## src/rtl/case10_stim_gen_if.sv

```systemverilog
// Stimulus bus between case10_stim_gen and the capture stage that samples y1/y2.
// The master drives vectors and position counters; the slave returns out_ready.
interface case10_stim_gen_if #(
  parameter int unsigned PASS_W = 4
) ();
  logic              out_valid;
  logic              out_ready;
  logic              a;
  logic              b;
  logic              c;
  logic              d;
  logic [3:0]        vec_idx;
  logic [PASS_W-1:0] pass_idx;

  modport master (
    output out_valid, a, b, c, d, vec_idx, pass_idx,
    input  out_ready
  );

  modport slave (
    input  out_valid, a, b, c, d, vec_idx, pass_idx,
    output out_ready
  );
endinterface

```

## src/rtl/case10_stim_gen.sv

```systemverilog
// Sweeps all 16 {a,b,c,d} codes in count, Gray or LFSR order, NUM_PASSES times per start,
// under a valid/ready handshake; pulses o_done once the final vector is accepted.
module case10_stim_gen #(
  parameter int unsigned NUM_PASSES = 1,
  parameter int unsigned PASS_W     = 4,
  parameter logic [3:0]  LFSR_SEED  = 4'b1001
) (
  input  logic              i_clk,
  input  logic              i_rst,
  input  logic              i_start,
  input  logic [1:0]        i_mode,
  output logic              o_busy,
  output logic              o_done,
  case10_stim_gen_if.master bus
);

  typedef enum logic [1:0] {StIdle, StRun, StFin} state_e;

  localparam logic [PASS_W-1:0] LastPass = PASS_W'(NUM_PASSES - 1);
  // An all-zero seed would lock the LFSR, so it is replaced by 0001.
  localparam logic [3:0]        Seed     = (LFSR_SEED == 4'b0000) ? 4'b0001 : LFSR_SEED;

  state_e            r_state, w_state_d;
  logic [1:0]        r_mode, w_mode_d;
  logic [3:0]        r_vec, w_vec_d;
  logic [3:0]        r_lfsr, w_lfsr_d;
  logic [PASS_W-1:0] r_pass, w_pass_d;
  logic              w_run;
  logic              w_hs;
  logic [3:0]        w_v;

  always_ff @(posedge i_clk) begin
    if (i_rst) begin
      r_state <= StIdle;
      r_mode  <= 2'b00;
      r_vec   <= 4'd0;
      r_lfsr  <= Seed;
      r_pass  <= '0;
    end else begin
      r_state <= w_state_d;
      r_mode  <= w_mode_d;
      r_vec   <= w_vec_d;
      r_lfsr  <= w_lfsr_d;
      r_pass  <= w_pass_d;
    end
  end

  assign w_run = (r_state == StRun);
  assign w_hs  = w_run & bus.out_ready;

  always_comb begin
    w_state_d = r_state;
    w_mode_d  = r_mode;
    w_vec_d   = r_vec;
    w_lfsr_d  = r_lfsr;
    w_pass_d  = r_pass;
    case (r_state)
      StIdle: begin
        if (i_start) begin
          w_state_d = StRun;
          w_mode_d  = i_mode;
          w_vec_d   = 4'd0;
          w_pass_d  = '0;
          w_lfsr_d  = Seed;
        end
      end
      StRun: begin
        if (w_hs) begin
          if (r_vec == 4'd15) begin
            if (r_pass == LastPass) begin
              w_state_d = StFin;
            end else begin
              w_pass_d = r_pass + 1'b1;
              w_vec_d  = 4'd0;
              w_lfsr_d = Seed;
            end
          end else begin
            w_vec_d  = r_vec + 4'd1;
            w_lfsr_d = {r_lfsr[2:0], r_lfsr[3] ^ r_lfsr[2]};
          end
        end
      end
      StFin: begin
        w_state_d = StIdle;
        w_vec_d   = 4'd0;
        w_pass_d  = '0;
      end
      default: w_state_d = StIdle;
    endcase
  end

  // Slot 15 of an LFSR pass emits 0000, the one code the LFSR never reaches.
  always_comb begin
    w_v = 4'b0000;
    if (w_run) begin
      case (r_mode)
        2'b01:   w_v = r_vec ^ (r_vec >> 1);
        2'b10:   w_v = (r_vec == 4'd15) ? 4'b0000 : r_lfsr;
        default: w_v = r_vec;
      endcase
    end
  end

  assign bus.out_valid                 = w_run;
  assign {bus.a, bus.b, bus.c, bus.d}  = w_v;
  assign bus.vec_idx                   = r_vec;
  assign bus.pass_idx                  = r_pass;
  assign o_busy                        = w_run;
  assign o_done                        = (r_state == StFin);

endmodule

```

## src/flat_wrapper.sv

```systemverilog
// flat-port wrapper written by rule: the top's interface ports become plain ports
module case10_stim_gen_flat 
#(
  parameter int unsigned NUM_PASSES = 1,
  parameter int unsigned PASS_W     = 4,
  parameter logic [3:0]  LFSR_SEED  = 4'b1001
)
  (i_clk, i_rst, i_start, i_mode, o_busy, o_done, bus_out_valid, bus_a, bus_b, bus_c, bus_d, bus_vec_idx, bus_pass_idx, bus_out_ready);
  case10_stim_gen_if #(.PASS_W(PASS_W)) bus_i ();
  input  logic i_clk;
  input  logic i_rst;
  input  logic i_start;
  input  logic [1:0] i_mode;
  output logic o_busy;
  output logic o_done;
  output wire logic [$bits(bus_i.out_valid)-1:0] bus_out_valid;
  output wire logic [$bits(bus_i.a)-1:0] bus_a;
  output wire logic [$bits(bus_i.b)-1:0] bus_b;
  output wire logic [$bits(bus_i.c)-1:0] bus_c;
  output wire logic [$bits(bus_i.d)-1:0] bus_d;
  output wire logic [$bits(bus_i.vec_idx)-1:0] bus_vec_idx;
  output wire logic [$bits(bus_i.pass_idx)-1:0] bus_pass_idx;
  input wire logic [$bits(bus_i.out_ready)-1:0] bus_out_ready;
  assign bus_out_valid = bus_i.out_valid;
  assign bus_a = bus_i.a;
  assign bus_b = bus_i.b;
  assign bus_c = bus_i.c;
  assign bus_d = bus_i.d;
  assign bus_vec_idx = bus_i.vec_idx;
  assign bus_pass_idx = bus_i.pass_idx;
  assign bus_i.out_ready = bus_out_ready;
  case10_stim_gen #(.NUM_PASSES(NUM_PASSES), .PASS_W(PASS_W), .LFSR_SEED(LFSR_SEED)) u_core (.i_clk(i_clk), .i_rst(i_rst), .i_start(i_start), .i_mode(i_mode), .o_busy(o_busy), .o_done(o_done), .bus(bus_i));
endmodule
```

## config.mk

```make
export PLATFORM = sky130hd
export DESIGN_NAME = case10_stim_gen_flat
export DESIGN_NICKNAME = d
export VERILOG_FILES = /design/src/rtl/case10_stim_gen_if.sv /design/src/rtl/case10_stim_gen.sv /design/src/flat_wrapper.sv
export SDC_FILE = /design/constraint.sdc
export NUM_CORES = 1
export LEC_CHECK = 0
export ABC_AREA = 0
export BUFFER_PORTS_ARGS = -buffer_cell sky130_fd_sc_hd__buf_2
export CAP_MARGIN = 40
export CELL_PAD_IN_SITES_DETAIL_PLACEMENT = 0
export CELL_PAD_IN_SITES_GLOBAL_PLACEMENT = 1
export CORE_ASPECT_RATIO = 0.9
export CORE_MARGIN = 1.5
export CORE_UTILIZATION = 43
export CTS_CLUSTER_SIZE = 30
export DETAILED_ROUTE_END_ITERATION = 8
export HOLD_SLACK_MARGIN = 0.03
export PLACE_DENSITY_LB_ADDON = 0.15
export SLEW_MARGIN = 25
export SYNTH_ARGS = -nofsm -noshare
export SYNTH_HDL_FRONTEND = slang
export SYNTH_SLANG_ARGS = --single-unit
```

## constraint.sdc

```tcl
create_clock -name i_clk -period 2.4 [get_ports i_clk]
set_input_delay 0.12 -clock i_clk [delete_from_list [all_inputs] [get_ports i_clk]]
set_output_delay 0.12 -clock i_clk [all_outputs]
set_load 0.01 [all_outputs]
```

==> reports/results.ini <==
[drt]
ant_nets = 0
vias_per_cell = 5.45
wirelength_mm = 2.28
drc_errors = 0
first_pass_iters = 4
dr.first_iter.drc_count = 9
num_vias = 888
wl_per_cell_um = 14.0

[grt]
overflow = 0
track_usage_pct = 19.2
grt_pass1_vias = 788
grt_max_degree = 17
grt_antenna_before_repair = 0
grt_pass1_wl_mm = 3.80

[sta]
hold_viol = 0
finClkSkew_ns = 0.00227
period_share_pct = 79.5
final.setup.tns_ns = 0
finalMaxSlewViolations = 0
rsz0062_at_grt = false
tightest_slew_ns = 0.490
fin_ws_ns = 0.492
fmax_ghz = 0.524
setup_viol = 0
fin_crit_ns = 1.91
max_slew_margin_pct = 67.3

[finish]
nets = 150
drive_gt1_share_pct = 27.2
antenna_cells = 0
num-fill-cells = 204
area.growth.synth_to_final_pct = 13.2

[power_and_ir_drop]
peakVddDrop_uv = 279
pwr_density_cell_mw_per_mm2 = 461
p_sw_share_pct = 26.4
p_comb_share_pct = 14.2
p_sw_mw = 0.142
leakage_nw = 0.515
p_seq_share_pct = 52.3
intPower_mw = 0.397
pwr-share-clk_pct = 33.5

[worst_setup_path]
cp_max_fo = 9
r2r_end = u_core.bus.pass_idx[2]
critPathTopFamily = flip-flops
critPathKind = flop to output pin
path_depth = 6
crit_chain = ha_1, nand2_2, a32oi_1, o21ai_0, and2_1, buf_2
cp_slowest_cell = dfxtp_1
slowest_delay_ns = 0.44
path_buf_inv = 1
critPathLaunch = u_core.bus.vec_idx[0]
worst_setup_path_end_kind = output pin
cp-endpoint = bus_d
reg2regPathDepth = 5
crit_required_ns = 2.28
cp-start-kind = flop
cp_data_arrival_time_ns = 1.79
r2r_slack_ns = 0.74
rr_startpoint = u_core.bus.vec_idx[0]

[clock_tree]
htree_levels = 1
clkSlewWorstSetupHoldPaths_ns = 0.10
cts_setup_buffers = 0
cts_sinks = 16
cts_tree = built
clockBufferDepth = 2
cts_inserted_buffers = 3
clock-root-buffer = clkbuf_4
clk_latency_ns = 0.29
cts_resized = 0
ctsHoldBuffers = 0

[synth]
synth-seq-area-share_pct = 31.0
synth_area_sq_mm = 0.00103
yosys_warnings = 0
synth_top_cell_area_share_pct = 31.0
ys_ff_latch = 16
synth_nets = 129
synth.area.top_cells = dfxtp_1, ha_1, a21oi_1
yosysTopAreaCell = dfxtp_1
synth_area_per_cell_sq_um = 8.91
synth_cell_types = 43
synth_cells = 116

[floorplan]
die_w_um = 54.7
start_util_pct = 46.5
core_area_sq_mm = 0.00222
ios = 21
num_rows = 16
die_y_um = 49.5
die_area_sq_mm = 0.00271

[flow_run]
cap_violations = 0

[outcome]
status = finished, final reports clean

[worst_hold_path]
hold_class = input pin to flop

[place]
io_buffers = 20
hpwl_mm = 1.73
gp_congestion = 0.816
pre_cts_ws_ns = 0.758

[flip-flops by register name, indices dropped and copies added, names as in the netlist]
name	count
u_core.r_lfsr	4
u_core.bus.vec_idx	4
u_core.r_mode	2
u_core.bus.pass_idx	4
u_core.r_state	2
[cell usage in the layout (no fill, tap or decap), drive strengths merged, types with 2 or more instances in the layout]
cell type	count
a21oi	11
nor3	6
a211oi	2
dfxtp	16
nand2b	3
nor2b	3
a22o	2
a211o	2
and2	4
o21ai	5
a32oi	2
nand3b	3
clkbuf	4
buf	20
ha	7
nor3b	3
nor2	10
inv	6
nand2	9
nand3	2
[how the worst min path moves through the flow]
stage / from / cells after the start / slack, ns / to
finish: i_mode[1] / 3 / 0.06 / u_core.r_mode[1]
CTS: i_mode[1] / 3 / 0.04 / u_core.r_mode[1]
global placement: i_mode[1] / 3 / 0.35 / u_core.r_mode[1]
floorplan: i_mode[0] / 2 / 0.26 / u_core.r_mode[0]
detailed placement: i_mode[1] / 3 / 0.36 / u_core.r_mode[1]
global route: i_mode[1] / 3 / 0.08 / u_core.r_mode[1]
[worst register-to-register path, cell delays in order (launching register included)]
cell,delay (ns)
dfxtp_1,0.44
ha_1,0.27
nand2_2,0.16
o32a_4,0.44
o21ai_0,0.16
a21oi_1,0.08
[power groups by stage]
stage	registers [mW]	logic [mW]	clock network [mW]
finish	0.282	0.0767	0.181
global route	0.283	0.0852	0.201
CTS	0.282	0.0771	0.188
detailed placement	0.288	0.0768	0
global placement	0.288	0.0765	0
floorplan	0.284	0.0614	0
[kinds of logic after synthesis]
| logic type | count (synthesis) | share of synthesized area (%) |
|---|---|---|
| adders and majority gates | 7 | 8.47 |
| xor gates and xnor gates | 1 | 0.848 |
| AOI/OAI and AO/OA | 33 | 24.6 |
| and+or+nand+nor | 47 | 27.6 |
| buffers and inverters | 10 | 5.45 |
| muxes | 2 | 2.06 |
| DFF | 16 | 31.0 |
[synth_stat cells (all sizes together)]
| cell type | count |
|---|---|
| dfxtp | 16 |
| a21oi | 11 |
| nor2 | 10 |
| nand2 | 9 |
| ha | 7 |
| inv | 6 |
| nor3 | 6 |
| o21ai | 5 |
| and2 | 4 |
| buf | 4 |
| nand2b | 3 |
| nand3b | 3 |
| nor2b | 3 |
| nor3b | 3 |
| a211o | 2 |
| a211oi | 2 |
| a22o | 2 |
| a32oi | 2 |
| nand3 | 2 |
| a21boi | 1 |
| a2bb2oi | 1 |
| a32o | 1 |
| a41o | 1 |
| and3 | 1 |
| and4 | 1 |
| mux2 | 1 |
| mux2i | 1 |
| nand4b | 1 |
| o22a | 1 |
| o31a | 1 |
| o31ai | 1 |
| o32a | 1 |
| o32ai | 1 |
| or4b | 1 |
| xnor2 | 1 |
[layer usage]
metal | part of all wire [%] | vias to the layer above | global-route usage [%]
met3 | 4.7 | 2 | 6.67
met2 | 42 | 18 | 26.8
met4 | 0.66 | 0 | 4.17
met1 | 53 | 402 | 28.1
li1 | - | 466 | -
met5 | 0 | - | 0
[area by class of cell]
class                   count  area, sq um  share of cell area [%]
clock buffers               4         36.3                    3.10
inverters                   6         22.5                    1.93
multi-input cells          90          657                    56.1
flip-flops and latches     16          320                    27.4
well taps                  27         33.8                    2.89
repair buffers             20          100                    8.56
[metrics by stage]
step / instances / instance area (sq um) / utilization (%) / power (mW) / hold WS (ns)
5_1_grt: 163 / 1170 / 52.6 / 0.570 / 0.0755
3_3_place_gp: 159 / 1130 / 51.0 / 0.365 / 0.346
2_1_floorplan: 116 / 1030 / - / 0.345 / 0.259
3_5_place_dp: 159 / 1130 / 51.0 / 0.365 / 0.355
6_report: 163 / 1170 / 52.6 / 0.540 / 0.0569
4_1_cts: 163 / 1170 / 52.6 / 0.547 / 0.0433
Power figures use the tool's default switching activity.
